--- config.mk ---
export PLATFORM = sky130hd
export DESIGN_NAME = mux8_rr_arbiter
export DESIGN_NICKNAME = d
export VERILOG_FILES = /design/src/rtl/mux8_rr_arbiter.sv
export SDC_FILE = /design/constraint.sdc
export NUM_CORES = 1
export LEC_CHECK = 0
export CELL_PAD_IN_SITES_DETAIL_PLACEMENT = 1
export CELL_PAD_IN_SITES_GLOBAL_PLACEMENT = 2
export CORE_UTILIZATION = 32
export DETAILED_ROUTE_END_ITERATION = 10
export GPL_TIMING_DRIVEN = 0
export PLACE_DENSITY = 0.83
export SLEW_MARGIN = 0
export SYNTH_ARGS = -nofsm -noshare
export SYNTH_HDL_FRONTEND = slang
export SYNTH_SLANG_ARGS = --single-unit
--- constraint.sdc ---
create_clock -name clk -period 3.4 [get_ports clk]
set_input_delay 0.51 -clock clk [delete_from_list [all_inputs] [get_ports clk]]
set_output_delay 0.51 -clock clk [all_outputs]
set_load 0.01 [all_outputs]
--- src/rtl/mux8_rr_arbiter.sv ---
// Round-robin owner of the shared 8:1 mux select, with beat-count fairness and
// a valid/ready qualification of the mux output toward the downstream consumer.
module mux8_rr_arbiter #(
  parameter int unsigned MAX_BEATS = 4
) (
  input  logic       clk,
  input  logic       reset,
  input  logic [7:0] req,
  input  logic       out_ready,
  output logic [7:0] gnt,
  output logic [2:0] sel,
  output logic       out_valid,
  output logic       busy
);

  typedef enum logic {IDLE, GRANT} state_t;

  state_t     state_q, state_d;
  logic [7:0] gnt_q, gnt_d;
  logic [2:0] sel_q, sel_d;
  logic [2:0] last_q, last_d;
  logic [7:0] cnt_q, cnt_d;

  logic       owner_req;
  logic       beat;
  logic       limit_hit;
  logic [7:0] others;
  logic [2:0] win;

  // First set bit of r, scanning upward from last+1 and wrapping past 7.
  function automatic logic [2:0] rr_pick(input logic [7:0] r, input logic [2:0] last);
    logic [2:0] idx;
    rr_pick = 3'd0;
    for (int i = 7; i >= 0; i--) begin
      idx = last + 3'd1 + 3'(i);
      if (r[idx]) rr_pick = idx;
    end
  endfunction

  assign owner_req = |(gnt_q & req);
  assign beat      = owner_req & out_ready;
  assign limit_hit = beat && (({1'b0, cnt_q} + 9'd1) == 9'(MAX_BEATS));
  assign others    = req & ~gnt_q;
  assign win       = rr_pick(others, last_q);

  always_comb begin
    state_d = state_q;
    gnt_d   = gnt_q;
    sel_d   = sel_q;
    last_d  = last_q;
    cnt_d   = cnt_q;
    case (state_q)
      IDLE: begin
        if (req != 8'd0) begin
          state_d = GRANT;
          gnt_d   = 8'd1 << win;
          sel_d   = win;
          last_d  = win;
          cnt_d   = 8'd0;
        end
      end
      GRANT: begin
        if (!owner_req || limit_hit) begin
          if (others != 8'd0) begin
            gnt_d  = 8'd1 << win;
            sel_d  = win;
            last_d = win;
            cnt_d  = 8'd0;
          end else if (owner_req) begin
            // Limit reached with nobody else waiting: keep the grant, restart the count.
            cnt_d = 8'd0;
          end else begin
            state_d = IDLE;
            gnt_d   = 8'd0;
            sel_d   = 3'd0;
            cnt_d   = 8'd0;
          end
        end else if (beat) begin
          cnt_d = cnt_q + 8'd1;
        end
      end
      default: begin
        state_d = IDLE;
        gnt_d   = 8'd0;
        sel_d   = 3'd0;
        cnt_d   = 8'd0;
      end
    endcase
  end

  always_ff @(posedge clk or posedge reset) begin
    if (reset) begin
      state_q <= IDLE;
      gnt_q   <= 8'd0;
      sel_q   <= 3'd0;
      last_q  <= 3'd7;
      cnt_q   <= 8'd0;
    end else begin
      state_q <= state_d;
      gnt_q   <= gnt_d;
      sel_q   <= sel_d;
      last_q  <= last_d;
      cnt_q   <= cnt_d;
    end
  end

  assign gnt       = gnt_q;
  assign sel       = sel_q;
  assign busy      = (state_q == GRANT);
  assign out_valid = owner_req;

endmodule

Word-level counts from Yosys, hierarchy flattened
Cells that the tools add are included.
{ "totals": {"reg_bits": 23, "inputBits": 11} }
{ "classes": {"bitwise": 5, "addsub": 10, "eq_ne": 6, "shifts": 1, "mux": 46, "n_lt_le_gt_ge": 8, "reduce_logical": 9} }
{ "ops": {"columns": ["cell", "n"], "rows": [
  ["8-bit 2-to-1 mux", 7],
  ["3-bit 2-to-1 mux", 14],
  ["3-bit by 4-bit less-than comparator with 1-bit output, second input constant", 8],
  ["8-bit one-hot mux with 2 select lines", 2],
  ["1-bit binary-select mux with 3-bit select", 8],
  ["8-bit bitwise AND", 2],
  ["8-bit nonzero test", 2],
  ["3-bit adder, second input constant", 4],
  ["1-bit 2-to-1 mux", 12],
  ["3-bit one-hot mux with 2 select lines", 2],
  ["8-bit by 1-bit adder with 9-bit output, second input constant", 1],
  ["9-bit by 3-bit equality test with 1-bit output, second input constant", 1],
  ["8-bit by 1-bit adder with 8-bit output, second input constant", 1],
  ["8-bit inverter", 1],
  ["8-bit OR reduction", 1],
  ["1-bit by 3-bit left shift with 8-bit output, first input constant", 1],
  ["3-bit by 1-bit adder with 3-bit output, second input constant", 2],
  ["3-bit by 2-bit adder with 3-bit output, second input constant", 2],
  ["3-bit AND reduction", 2],
  ["2-bit by 1-bit inequality test with 1-bit output, second input constant", 2],
  ["3-bit by 1-bit inequality test with 1-bit output, second input constant", 1],
  ["3-bit by 2-bit inequality test with 1-bit output, second input constant", 1],
  ["2-bit inequality test, second input constant", 1],
  ["1-bit one-hot mux with 2 select lines", 1],
  ["other kinds (6)", 6]
]} }

Depth between registers and ports, before layout
{ "depth": {"word_depth": 16, "mapped_depth": 13, "depth_no_buf": 10} }

Worst setup path after synthesis
Ideal clock, no wire load.
{ "synth_timing": {"path_type": "register to register", "from": "register last_q[0]", "to": "register gnt_q[6] (netlist: gnt[6])", "required_ns": 3.279, "setup_time_ns": 0.121, "t_arrival_ns": 3.201, "stages_incl_launch_ff": 12, "path_buffers": 3, "setup_slack_ns": 0.078, "cell_sequence": "dfstp_2 -> buf_2 -> inv_2 -> ha_1 -> buf_2 -> buf_1 -> mux4_2 -> a221o_1 -> a32o_1 -> o311a_1 -> nor2b_4 -> a22o_1"} }
{ "synth_between": {"elab_chain_cells": 16, "elab_cells_between_ends": 37} }
{ "synth_rtl": {"columns": ["item", "line_no", "rtl"], "rows": [
  ["start: declaration", "21", "logic [2:0] last_q, last_d;"],
  ["start signal: assignment", "102", "last_q <= last_d;"],
  ["3-bit by 1-bit adder with 3-bit output (*)", "35", "idx = last + 3'd1 + 3'(i);"],
  ["3-bit adder", "35", null],
  ["1-bit binary-select mux with 3-bit select", "36", "if (r[idx]) rr_pick = idx;"],
  ["1-bit 2-to-1 mux (not written as such)", "36", null],
  ["3-bit 2-to-1 mux (7 in series)", "36", null],
  ["3-bit 2-to-1 mux (*)", "36", null],
  ["1-bit by 3-bit left shift with 8-bit output (*)", "56, 65", null],
  ["8-bit 2-to-1 mux", "64", "if (others != 8'd0) begin"],
  ["8-bit 2-to-1 mux", "63", "if (!owner_req || limit_hit) begin"],
  ["8-bit one-hot mux with 2 select lines (*)", "52", "case (state_q)"],
  ["end signal: assignment", "100", "gnt_q <= gnt_d;"],
  ["end: declaration", "19", "logic [7:0] gnt_q, gnt_d;"]
]} }
Mark *: on every way between the ends. The rest lies on a longest branch, timed or not. The select of a mux whose other input is x is not followed.
A chain may end at the register's enable or synchronous reset.

Worst setup path in the final report
Same ends and word-level chain as after synthesis.

==> metrics.log <==
[metrics] crit path from: last_q[0]$_DFFE_PP1P_
[metrics] number of enable-type register cells in the synthesized netlist: 0
[metrics] type of destination of the critical path: register
[metrics] synthesized area per cell: 9.18 sq um
[metrics] post-detail-place hpwl: 4.82 mm
[metrics] RePlAce Congestion: 0.800
[metrics] vertical extent of the die: 83.9 um
[metrics] data arrival time of the worst path: 3.49 ns
[metrics] number of design-rule violations left by the first detailed-router iteration: 117
[metrics] share of synthesized registers carrying an async set or reset: 100%
[metrics] TritonCTS clock tree: built
[metrics] actual slew at the worst max-slew pin: 0.924 ns
[metrics] nets: 291
[metrics] cell types occupying the most area after synthesis: dfrtp_1 (23%), mux4_2 (6.3%), nand2_1 (4.4%)
[metrics] final core occ: 45.6%
[metrics] number of cells on the critical path: 11
[metrics] number of filler cells placed in the layout: 716
[metrics] biggest cell delay along the critical path: 0.58 ns
[metrics] via total after detailed routing: 2121
[metrics] Yosys top cell by area: dfrtp_1
[metrics] via density per instance: 6.03
[metrics] residual antenna-violating net count after detailed routing: 0
[metrics] number of different library cells in the post-synthesis netlist: 64
[metrics] Post-Syn Instances: 234
[metrics] All-Layer GR Usage: 20.0%
[metrics] post-synth top area share: 23.3%
[metrics] Period minus WS final: 3.32 ns
[metrics] Slew Limit Fails: 0
[metrics] depth of the CTS H-tree: 1
[metrics] share of layout cells above drive strength 1: 24.4%
[metrics] critical path type: reg -> reg
[metrics] Hold Fails Final Rpt: 0
[metrics] Pre-antenna DRT Iters: 4
[metrics] Starting Density: 33.4%
[metrics] category of cells accounting for the largest share of critical-path delay: compound AO/OA/AOI/OAI gates
[metrics] buffer cell driving the clock tree root: clkbuf_8
[metrics] maximum number of pins on one net before global-route repair: 24
[metrics] run status: completed
[metrics] wire length of the first global-routing pass: 11.2 mm
[metrics] final antenna diode count: 0
[metrics] RSZ-0062 raised after global routing: no
[metrics] clock input transition at the sequential cells of the worst setup and hold paths: 0.09 ns
[metrics] clock latency reported for the late side of the worst-skew pair: 0.27 ns
[metrics] leading cell type by number of instances after synthesis: nand2_1
[metrics] clock buffers created by TritonCTS: 3
[metrics] detailed route wirelength on metal2: 3.51 mm
[metrics] growth of design area from synthesis to finish: 36.3%
[metrics] residual DRC count: 0
[metrics] floorplan die area: 0.00704 sq mm
[metrics] logic depth of the worst register-to-register path: 11
[metrics] final wirelength: 7.24 mm
[metrics] number of synthesized register bits: 23
[metrics] worst hold path startpoint: sel[2]$_DFFE_PP0P_
[metrics] number of cells traversed by the worst hold path: 1
[metrics] proportion of synthesized chip area in sequential cells: 27.0%
[metrics] Top Ports: 24
[metrics] CTS Sinks: 23
[metrics] multi-input gate area in the final layout: 0.00176 sq mm
[metrics] total of warnings raised by yosys: 0
[metrics] post-synth net total: 249
[metrics] buffer levels on the longest clock path: 2
[metrics] worst hold path class: reg -> reg
[metrics] met1 WL: 3.34 mm
[metrics] Setup crit start kind: register
[metrics] top routing layer in use: met4
[metrics] routed wire length per instance: 20.6 um
[metrics] upper clock frequency limit: 301 MHz
[metrics] vias in the first global route: 2119
[metrics] port buffer count: 23
[metrics] number of antenna violations at the first check in global routing: 0
[metrics] GRT overflow: 0
[metrics] CP Buf/Inv Count: 4
[metrics] top cell types by occurrence after synthesis: nand2_1 (25), dfrtp_1 (20), o21ai_0 (14)
[metrics] most used flip-flop cell after synthesis: dfrtp_1
[metrics] post-synthesis cell area: 0.00215 sq mm
[metrics] Max stage delay cell, worst path: dfstp_2
[metrics] ordered list of cells on the worst path: buf_12 -> inv_4 -> ha_4 -> buf_6 -> buf_8 -> mux4_2 -> a221o_1 -> a32o_1 -> o311a_4 -> nor2b_4 -> a22o_1
[metrics] standard cell core area: 0.00642 sq mm
[metrics] worst clock skew: 0.00339 ns
[metrics] horizontal die dimension: 83.9 um
[metrics] quantity of hold-fixing buffers added after cts: 0
[metrics] source of the worst register-to-register timing path: last_q[0]$_DFFE_PP1P_
[metrics] num rows: 29
[metrics] number of endpoints failing setup at the final stage: 0
[metrics] amount of wire on met3 after detailed routing: 210 um
[metrics] relative slew slack: 38.4%
[metrics] largest driver fanout on the critical path: 10
[metrics] slack of the worst reg-to-reg path: 0.08 ns
[metrics] Register Area: 579 sq um
[metrics] required time at the endpoint of the critical path: 3.57 ns
[metrics] post-route fraction of the period consumed by the critical path: 97.8%
[metrics] Max-cap violations: 0
[sequential cells by signal, indices dropped and copies added, names as in the netlist]
register  cells
cnt_q         8
last_q        3
sel           3
busy          1
gnt           8
[layout make-up]
type	instances	area share, %
plain buffers	10	2.82
clock buffers	3	1.41
clock inverters	1	0.171
inverters	6	0.941
multi-input cells	195	60.1
flip-flops and latches	23	19.8
well taps	77	3.29
repair buffers	37	11.5
[final timing paths]
| path | end |
|---|---|
| setup / recovery | gnt[6]$_DFFE_PP0P_ |
| hold / removal | sel[2]$_DFFE_PP0P_ |
| setup reg to reg | gnt[6]$_DFFE_PP0P_ |
| hold reg to reg | sel[2]$_DFFE_PP0P_ |
| max in group asynchronous | gnt[5]$_DFFE_PP0P_ |
| min in group asynchronous | cnt_q[2]$_DFFE_PP0P_ |
[logic make-up (layout without fill, tap and decap cells)]
family	Yosys count	count (layout)	synth area share (%)
adders and majority gates	4	4	2.33
AOI/OAI and AO/OA	69	69	23.2
xor gates and xnor gates	8	8	4.95
DFF	23	23	27.0
and+or+nand+nor	96	96	26.2
buffers and inverters	16	57	3.38
muxes	18	18	13.0
[cell usage in the layout, fill, tap and decap left out, types with 3 or more instances in the layout]
| cell | count |
|---|---|
| o21ai_0 | 14 |
| clkbuf_8 | 3 |
| nor2b_1 | 13 |
| nand3_1 | 6 |
| dfrtp_1 | 20 |
| ha_1 | 3 |
| a22o_1 | 5 |
| a22oi_1 | 5 |
| and2_1 | 3 |
| clkdlybuf4s50_1 | 23 |
| nand2_1 | 25 |
| buf_4 | 13 |
| xor2_1 | 3 |
| clkbuf_1 | 4 |
| mux2i_1 | 7 |
| o21ai_1 | 7 |
| o31ai_1 | 5 |
| nand4_1 | 5 |
| mux4_2 | 7 |
| inv_1 | 4 |
| and4b_1 | 3 |
| a21boi_0 | 3 |
| nor4bb_4 | 6 |
| dfstp_2 | 3 |
| nor2_1 | 9 |
| nor4_1 | 3 |
| nor4b_4 | 3 |
| a21oi_1 | 4 |
| nand2b_1 | 11 |
[metal layers]
metal / global-route usage (%) / vias to the layer above
li1: - / 986
met5: 0 / -
met3: 1.29 / 13
met4: 7.52 / 0
met2: 32.9 / 53
met1: 27.6 / 1069
[repair_timing]
item                                    in CTS  in global routing
setup buffers                                8                  5
gates resized for setup                     30                 21
pin swaps                                    6                  4
endpoints found under the setup margin      14                 13
cloned                                       0                  1
[per-stage QoR]
step	cells	TNS (ns)	instance area (sq um)	hold WS [ns]	setup WS, ns
after floorplan	234	0	2150	0.481	0.0780
after global placement	334	-7.43	2470	0.470	-0.698
after detailed placement	334	-7.66	2470	0.466	-0.700
after CTS	346	0	2750	0.496	0.0174
after global routing	352	0	2930	0.507	0.000111
final	352	0	2930	0.494	0.0763
[worst reg2reg max path, cell delays in order (launching register included)]
cell,delay (ns)
dfstp_2,0.58
buf_12,0.15
inv_4,0.08
ha_4,0.29
buf_6,0.15
buf_8,0.15
mux4_2,0.42
a221o_1,0.41
a32o_1,0.28
o311a_4,0.38
nor2b_4,0.14
a22o_1,0.19
Power is not shown: default switching activity piles up to over one toggle a cycle in this logic, so the estimate is an artifact.
